$ cat config.mk
export PLATFORM = sky130hd
export DESIGN_NAME = uart_rx
export DESIGN_NICKNAME = d
export VERILOG_FILES = /design/src/rtl/uart_pkg.sv /design/src/rtl/sync_2ff.sv /design/src/rtl/uart_rx.sv
export SDC_FILE = /design/constraint.sdc
export NUM_CORES = 1
export LEC_CHECK = 0
export ABC_CLOCK_PERIOD_IN_PS = 3450
export BUFFER_PORTS_ARGS = -buffer_cell sky130_fd_sc_hd__buf_2
export CAP_MARGIN = 20
export CORE_MARGIN = 2
export CORE_UTILIZATION = 59
export CTS_CLUSTER_DIAMETER = 100
export DETAILED_ROUTE_END_ITERATION = 8
export PLACE_DENSITY_LB_ADDON = 0.05
export SYNTH_ARGS = -nofsm -noshare
export SYNTH_HDL_FRONTEND = slang
export SYNTH_SLANG_ARGS = --single-unit
$ cat constraint.sdc
create_clock -name clk -period 3.45 [get_ports clk]
set_input_delay 0.345 -clock clk [delete_from_list [all_inputs] [get_ports clk]]
set_output_delay 0.345 -clock clk [all_outputs]
set_load 0.1 [all_outputs]
$ cat src/rtl/uart_pkg.sv
// Shared UART types and constants: receiver FSM encoding, oversampling ratio
// and the bit-period arithmetic derived from the prescale input.
package uart_pkg;

    localparam int OVERSAMPLE = 8;
    localparam int HALF_BIT   = 4;
    localparam int PRESCALE_W = 16;
    localparam int CNT_W      = PRESCALE_W + 3;

    typedef enum logic [1:0] {
        IDLE,
        START,
        DATA,
        STOP
    } rx_state_t;

    // A prescale of zero would stall the bit timer forever, so it counts as one.
    function automatic logic [PRESCALE_W-1:0] eff_prescale(input logic [PRESCALE_W-1:0] p);
        return (p == '0) ? PRESCALE_W'(1) : p;
    endfunction

    function automatic logic [CNT_W-1:0] half_bit_cnt(input logic [PRESCALE_W-1:0] p);
        return CNT_W'(p) * CNT_W'(HALF_BIT);
    endfunction

    function automatic logic [CNT_W-1:0] full_bit_cnt(input logic [PRESCALE_W-1:0] p);
        return CNT_W'(p) * CNT_W'(OVERSAMPLE);
    endfunction

endpackage

$ cat src/rtl/sync_2ff.sv
// Two-flop synchroniser for asynchronous inputs, with a selectable reset value
// so an idle-high line does not look like activity when reset is released.
module sync_2ff #(
    parameter int               WIDTH     = 1,
    parameter logic [WIDTH-1:0] RESET_VAL = '0
) (
    input  logic             clk,
    input  logic             rst_n,
    input  logic [WIDTH-1:0] d_i,
    output logic [WIDTH-1:0] q_o
);

    logic [WIDTH-1:0] meta_q;
    logic [WIDTH-1:0] sync_q;

    // NOTE: non-blocking assignments so each flop samples the pre-edge value of the one before it.
    always_ff @(posedge clk or negedge rst_n) begin
        if (!rst_n) begin
            meta_q <= RESET_VAL;
            sync_q <= RESET_VAL;
        end else begin
            meta_q <= d_i;
            sync_q <= meta_q;
        end
    end

    assign q_o = sync_q;

endmodule

$ cat src/rtl/uart_rx.sv
// AXI4-Stream UART receiver: samples 8N1-style frames at mid-bit using a
// prescale-derived timer and presents each byte through a one-entry output register.
module uart_rx
    import uart_pkg::*;
#(
    parameter int DATA_WIDTH = 8
) (
    input  logic                  clk,
    input  logic                  rst,
    output logic [DATA_WIDTH-1:0] m_axis_tdata,
    output logic                  m_axis_tvalid,
    input  logic                  m_axis_tready,
    input  logic                  rxd,
    output logic                  rx_busy,
    output logic                  rx_overrun_error,
    output logic                  rx_frame_error,
    input  logic [PRESCALE_W-1:0] prescale
);

    localparam int BIT_W = $clog2(DATA_WIDTH + 1);

    rx_state_t               state_q, state_d;
    logic [PRESCALE_W-1:0]   p_q, p_d;
    logic [CNT_W-1:0]        cnt_q, cnt_d;
    logic [BIT_W-1:0]        bit_q, bit_d;
    logic [DATA_WIDTH-1:0]   shift_q, shift_d;
    logic [DATA_WIDTH-1:0]   tdata_q, tdata_d;
    logic                    tvalid_q, tvalid_d;
    logic                    busy_q, busy_d;
    logic                    ovr_q, ovr_d;
    logic                    ferr_q, ferr_d;
    logic                    rxd_prev_q;

    logic                    rxd_s;
    logic                    tick;
    logic                    start_edge;
    logic                    byte_done;

    sync_2ff #(
        .WIDTH     (1),
        .RESET_VAL (1'b1)
    ) u_rxd_sync (
        .clk   (clk),
        .rst_n (rst),
        .d_i   (rxd),
        .q_o   (rxd_s)
    );

    // The timer is loaded with the interval length and samples when it reaches one.
    assign tick       = (cnt_q == CNT_W'(1));
    assign start_edge = rxd_prev_q & ~rxd_s;

    always_ff @(posedge clk or negedge rst) begin
        if (!rst) begin
            state_q <= IDLE;
        end else begin
            state_q <= state_d;
        end
    end

    // NOTE: every signal gets a default before the case so no path infers a latch.
    always_comb begin
        state_d = state_q;
        p_d     = p_q;
        cnt_d   = cnt_q;
        bit_d   = bit_q;
        shift_d = shift_q;
        unique case (state_q)
            IDLE: begin
                if (start_edge) begin
                    p_d     = eff_prescale(prescale);
                    cnt_d   = half_bit_cnt(p_d);
                    state_d = START;
                end
            end
            START: begin
                if (!tick) begin
                    cnt_d = cnt_q - CNT_W'(1);
                end else if (!rxd_s) begin
                    cnt_d   = full_bit_cnt(p_q);
                    bit_d   = '0;
                    state_d = DATA;
                end else begin
                    state_d = IDLE;
                end
            end
            DATA: begin
                if (!tick) begin
                    cnt_d = cnt_q - CNT_W'(1);
                end else begin
                    shift_d = {rxd_s, shift_q[DATA_WIDTH-1:1]};
                    cnt_d   = full_bit_cnt(p_q);
                    if (bit_q == BIT_W'(DATA_WIDTH - 1)) begin
                        state_d = STOP;
                    end else begin
                        bit_d = bit_q + BIT_W'(1);
                    end
                end
            end
            STOP: begin
                if (!tick) begin
                    cnt_d = cnt_q - CNT_W'(1);
                end else begin
                    state_d = IDLE;
                end
            end
            default: state_d = IDLE;
        endcase
    end

    always_comb begin
        byte_done = (state_q == STOP) && tick && rxd_s;
        ferr_d    = (state_q == STOP) && tick && !rxd_s;
        busy_d    = (state_d != IDLE);
        ovr_d     = 1'b0;
        tdata_d   = tdata_q;
        tvalid_d  = tvalid_q;
        if (tvalid_q && m_axis_tready) begin
            tvalid_d = 1'b0;
        end
        // A full register that is not being drained keeps its byte; the new one is lost.
        if (byte_done) begin
            if (!tvalid_q || m_axis_tready) begin
                tdata_d  = shift_q;
                tvalid_d = 1'b1;
            end else begin
                ovr_d = 1'b1;
            end
        end
    end

    always_ff @(posedge clk or negedge rst) begin
        if (!rst) begin
            p_q        <= '0;
            cnt_q      <= '0;
            bit_q      <= '0;
            shift_q    <= '0;
            tdata_q    <= '0;
            tvalid_q   <= 1'b0;
            busy_q     <= 1'b0;
            ovr_q      <= 1'b0;
            ferr_q     <= 1'b0;
            rxd_prev_q <= 1'b1;
        end else begin
            p_q        <= p_d;
            cnt_q      <= cnt_d;
            bit_q      <= bit_d;
            shift_q    <= shift_d;
            tdata_q    <= tdata_d;
            tvalid_q   <= tvalid_d;
            busy_q     <= busy_d;
            ovr_q      <= ovr_d;
            ferr_q     <= ferr_d;
            rxd_prev_q <= rxd_s;
        end
    end

    assign m_axis_tdata     = tdata_q;
    assign m_axis_tvalid    = tvalid_q;
    assign rx_busy          = busy_q;
    assign rx_overrun_error = ovr_q;
    assign rx_frame_error   = ferr_q;

endmodule

After elaboration in Yosys (flattened, before gate mapping)

Index checks and enable logic that the tools add are counted.

Bits in registers: 64
Word-level logic and storage cells: 69

Add/sub/neg operators: 2
Eq/ne operators: 12
Muxes and demuxes: 24
Bitwise logic cells: 2
Reduce and logical (&&, ||, !) cells: 16

Operators with widths:

| cell                                               | number |
|---|---|
| 2-to-1 mux 19 bit                                  | 5 |
| one-hot mux 19 bit (4 select lines)                | 1 |
| == test 19 x 1 -> 1 bit, second input constant     | 1 |
| subtractor 19 x 1 -> 19 bit, second input constant | 1 |
| logical NOT 16 bit                                 | 1 |
| 2-to-1 mux 16 bit                                  | 1 |
| 2-to-1 mux 4 bit                                   | 4 |
| 2-to-1 mux 2 bit                                   | 6 |
| != test 2 bit, second input constant               | 6 |
| one-hot mux 2 bit (4 select lines)                 | 1 |
| one-hot mux 4 bit (2 select lines)                 | 1 |
| AND reduction 2 bit                                | 3 |
| 2-to-1 mux 1 bit                                   | 5 |
| AND reduction 5 bit                                | 1 |
| adder 4 x 1 -> 4 bit, second input constant        | 1 |
| == test 2 bit, second input constant               | 2 |
| == test 4 x 3 -> 1 bit, second input constant      | 1 |
| logical AND 1 bit                                  | 4 |
| nonzero test 2 bit                                 | 2 |
| != test 3 bit, second input constant               | 1 |
| AND reduction 3 bit                                | 1 |
| == test 2 x 1 -> 1 bit, second input constant      | 1 |
| logical NOT 1 bit                                  | 2 |
| logical NOT 2 bit                                  | 1 |
| 3 further kinds                                    | 3 |

Depth between registers and ports, before layout

Word-level depth: 5
Gate-level depth with buffers: 11
Mapped depth without buffers: 8

Hierarchy

From an unflattened synthesis, not the netlist that was laid out.

Cell total of the unflattened synthesis: 340
Area total of the unflattened synthesis: 3584.7 sq um

Modules (own cells, without submodules):

| module   | instances | cells an instance | area an instance (sq um) |
|---|---|---|---|
| uart_rx  | 1         | 338               | 3532.1 |
| sync_2ff | 1         | 2                 | 52.6 |

Worst setup path before layout

OpenSTA, ideal clock, no wires.

Kind: reg-to-reg
Start: register cnt_q[15]
End: register cnt_q[14]
Setup time: 0.131 ns
Data arrival time: 2.290 ns
Slack: 1.029 ns
Stages on the path, launching flop included: 8
Path buffers: 1
Cells stage by stage: dfrtp_1 > or3_1 > or3_1 > buf_6 > nor3_4 > mux2_2 > a221oi_1 > o22ai_1

Word-level cells in the longest chain between the ends: 3

Ends and longest elaborated chain:

| item                                                                       | RTL line       | text |
|---|---|---|
| from (decl)                                                                | uart_rx.sv:24  | `logic [CNT_W-1:0] cnt_q, cnt_d;` |
| from (signal assigned)                                                     | uart_rx.sv:146 | `cnt_q <= cnt_d;` |
| == test 19 x 1 -> 1 bit *                                                  | uart_rx.sv:50  | `assign tick = (cnt_q == CNT_W'(1));` |
| 2-to-1 mux 19 bit, or another cell as far along                            | uart_rx.sv:88  | `if (!tick) begin` |
| one-hot mux 19 bit (4 select lines) or AND reduction 3 bit (tied branches) | --             |  |

Mark *: on every way between the ends. The rest lies on a longest branch, timed or not.
A chain may end at the register's enable or synchronous reset.

Worst setup path in the final report

Ends and elaborated chain as after synthesis.

==> summary.md <==
| Metric | Value |
|---|---|
| Outcome | `finished clean` |
| I/O pin cnt | `32` |
| Worst-Skew Late Latency | `0.34 ns` |
| Avg WL per Cell | `17.9 microns` |
| Hold WC Path Type | `in -> reg` |
| Part of the power in registers | `36.7%` |
| Clock network fraction of total power | `19.1%` |
| Grt total ovfl | `0` |
| WL final | `7750 microns` |
| Via density | `6.12` |
| Crit path launch type | `register` |
| Clock tree buffer depth | `2` |
| Core Footprint | `0.00557 sq mm` |
| Met3 routed WL | `415 microns` |
| Synth Cell Area | `0.00344 sq mm` |
| Die Area | `0.00645 sq mm` |
| P_int | `1.89 mW` |
| DRC | `0` |
| Post-route total power | `3.24 mW` |
| Min Tclk post-route | `2.73 ns` |
| Combinational share of power | `44.2%` |
| Die Span Y | `80.3 microns` |
| Max_slew headroom | `36.2%` |
| CTS H-tree lvls | `3` |
| Net count, final | `385` |
| Setup violators final | `0` |
| Worst Path Arrival | `2.95 ns` |
| Psw | `1.35 mW` |
| Syn Inst Count | `326` |
| Post-synth EDFFs | `0` |
| Final period util | `79.2%` |
| Clock slew at reported path FFs | `0.07 ns` |
| Clock sink count | `64` |
| Vias in the first global route | `2704` |
| Placed Area | `0.00363 sq mm` |
| Multi-input logic area | `0.00170 sq mm` |
| Commonest register cell after synthesis | `dfrtp_1` |
| PortBufs | `31` |
| Finished Layout Cells | `434` |
| Initial Util | `61.7%` |
| Vias after detailed routing | `2654` |
| Met2 WL post-DR | `3590 microns` |
| Hold buffers post-CTS | `0` |
| Initial antenna violation count | `0` |
| Area grow syn2layout | `11.1%` |
| Setup Buffers After CTS | `0` |
| Initial drt markers | `191` |
| Yosys top cell area share | `44.4%` |
| Post_cts resized | `0` |
| Post-synthesis sequential area ratio | `46.7%` |
| GRT Overall Usage | `27.3%` |
| CTS buffer count | `9` |
| Maximum clock frequency | `366 MHz` |
| Fin. Hold Viols | `0` |
| Yosys cell types | `54` |
| Critical path class | `reg -> reg` |
| Area leader, netlist | `dfrtp_1` |
| Worst VDD drop | `513 uV` |
| Avg Inst Size Synth | `10.5 sq um` |
| Max-slew violations | `0` |
| Switching power share of the total | `41.8%` |
| TritonCTS clock tree | `yes` |
| Pwr per Cell Area | `849 mW/mm^2` |
| Commonest cells after routing, fill and taps aside | `61 x dfrtp_1, 35 x mux2_2, 31 x buf_2` |
| Worst Tran Pin Value | `0.957 ns` |
| Die width | `80.3 microns` |
| Antenna Cells | `0` |
| Row Count | `27` |
| Pre-Repair DR Iteration Count | `4` |
| # Max-Cap Violations | `0` |
| Final core area utilization | `68.5%` |
| Lkg Pwr | `1.71 nW` |
| Fill cell count | `459` |
| Yosys warns | `0` |
| Gpl congestion | `0.880` |
| RSZ-0062 raised after global routing | `false` |
| Post-Route Skew | `0.00739 ns` |
| # placed instances | `418` |
| Worst setup EP type | `register` |
| Post-route ant nets | `0` |
| Largest net degree at the start of global routing | `45` |
| Design area | `0.00382 sq mm` |
| Synth Register Bits | `64` |
| Met1 wire length | `3650 microns` |
| First-pass GRT wire length | `13300 microns` |
| Commonest non-fill, non-tap cell in the layout | `dfrtp_1` |
| Post-DP HPWL | `5500 microns` |
| Total area of sequential cells | `0.00161 sq mm` |
| Asr flop ratio synth | `100%` |
| Synth area leaders | `dfrtp_1 44%, mux2_2 11%, o21ai_0 3.6%, nand2_1 3.2%, ha_1 2.9%` |
| Crit-path max FO | `10` |
| Setup TNS | `0 ns` |
| CP required | `3.66 ns` |
| Share of cells above drive strength 1 | `26.8%` |
| Top layer in use | `met4` |
| Syn nets | `354` |
| Clock root cell | `clkbuf_8` |
-- registers in the layout (all words and copies together) (netlist names) --
register,cells
p_q,16
rxd_prev_q,1
state_q,2
cnt_q,19
bit_q,4
u_rxd_sync.meta_q,1
m_axis_tdata,8
rx_overrun_error,1
rx_frame_error,1
m_axis_tvalid,1
shift_q,8
rx_busy,1
u_rxd_sync.q_o,1
-- critical path, stage by stage, from the launching register on --
cell and delay (ns):
dfrtp_1 0.43, or3_1 0.40, or3_1 0.48, nor3_4 0.51
mux2_2 0.39, a221oi_1 0.27, o22ai_1 0.13
-- per-layer routing --
layer / up-vias / GRT usage (%)
met2: 61 / 41.7
li1: 1286 / -
met5: - / 0
met1: 1296 / 38.7
met4: 0 / 6.61
met3: 11 / 7.42
-- cell type report --
| class | instances | area share [%] |
|---|---|---|
| Clock inverter | 5 | 1.51 |
| Clock buffer | 11 | 3.44 |
| Sequential cell | 64 | 42.0 |
| Tap cell | 72 | 2.36 |
| Multi-Input combinational cell | 234 | 44.4 |
| Inverter | 12 | 1.18 |
| Timing Repair Buffer | 36 | 5.05 |
-- per-stage QoR --
step	setup WS (ns)	hold slack, ns
final	0.719	0.106
after global routing	0.481	0.0876
after CTS	0.703	0.100
after detailed placement	0.734	0.349
after global placement	0.793	0.346
after floorplan	1.03	0.0494
-- final timing paths --
| kind | start | end | slack (ns) | cells after the start |
|---|---|---|---|---|
| max reg2reg | cnt_q[15] | cnt_q[14] | 0.72 | 6 |
| min reg2reg | u_rxd_sync.meta_q | u_rxd_sync.q_o | 0.36 | 0 |
| min in group asynchronous | rst | bit_q[0] | 0.16 | 1 |
| min | rxd | u_rxd_sync.meta_q | 0.11 | 1 |
| max | cnt_q[15] | cnt_q[14] | 0.72 | 6 |
| max in group asynchronous | rst | p_q[3] | 2.45 | 2 |
-- kinds of logic (layout without fill, tap and decap cells) --
kind of cell,after synthesis,in the layout,share of synthesized area (%)
AND/OR/NAND/NOR,99,99,15.7
AO/OA/AOI/OAI,83,83,17.0
flip-flops,64,64,46.7
multiplexers,36,36,11.8
buffers and inverters,28,64,3.93
adder cells (fa/ha/maj),8,8,2.91
XOR/XNOR,8,8,2.04
-- cells in the mapped netlist (2+ instances only) --
master    count
xor2_1        7
inv_1        12
nor4_1        5
nand2b_1      8
a31oi_1       4
buf_6         4
clkbuf_1     12
or4_1         3
or2_2         2
o22ai_1       2
a221oi_1      8
a32o_1        2
o21ai_0      25
dfstp_2       3
nand3_1      10
o21a_1        2
ha_1          8
a21oi_1      12
or3_1         6
nand4_1       4
o211ai_1      3
nor2_1       13
nor3_1        7
a22oi_1       2
o31ai_1       7
mux2_2       35
dfrtp_1      61
a22o_1        3
nand2_1      29
nor2b_1       2
nor4b_1       2
-- power groups by stage --
stage | Clock, mW | Sequential, mW | Combinational, mW
after floorplan | 0 | 1.17 | 1.11
after global placement | 0 | 1.19 | 1.39
after detailed placement | 0 | 1.19 | 1.43
after CTS | 0.634 | 1.18 | 1.43
after global routing | 0.667 | 1.22 | 1.61
final | 0.619 | 1.19 | 1.43
(Power assumes the default switching activity.)
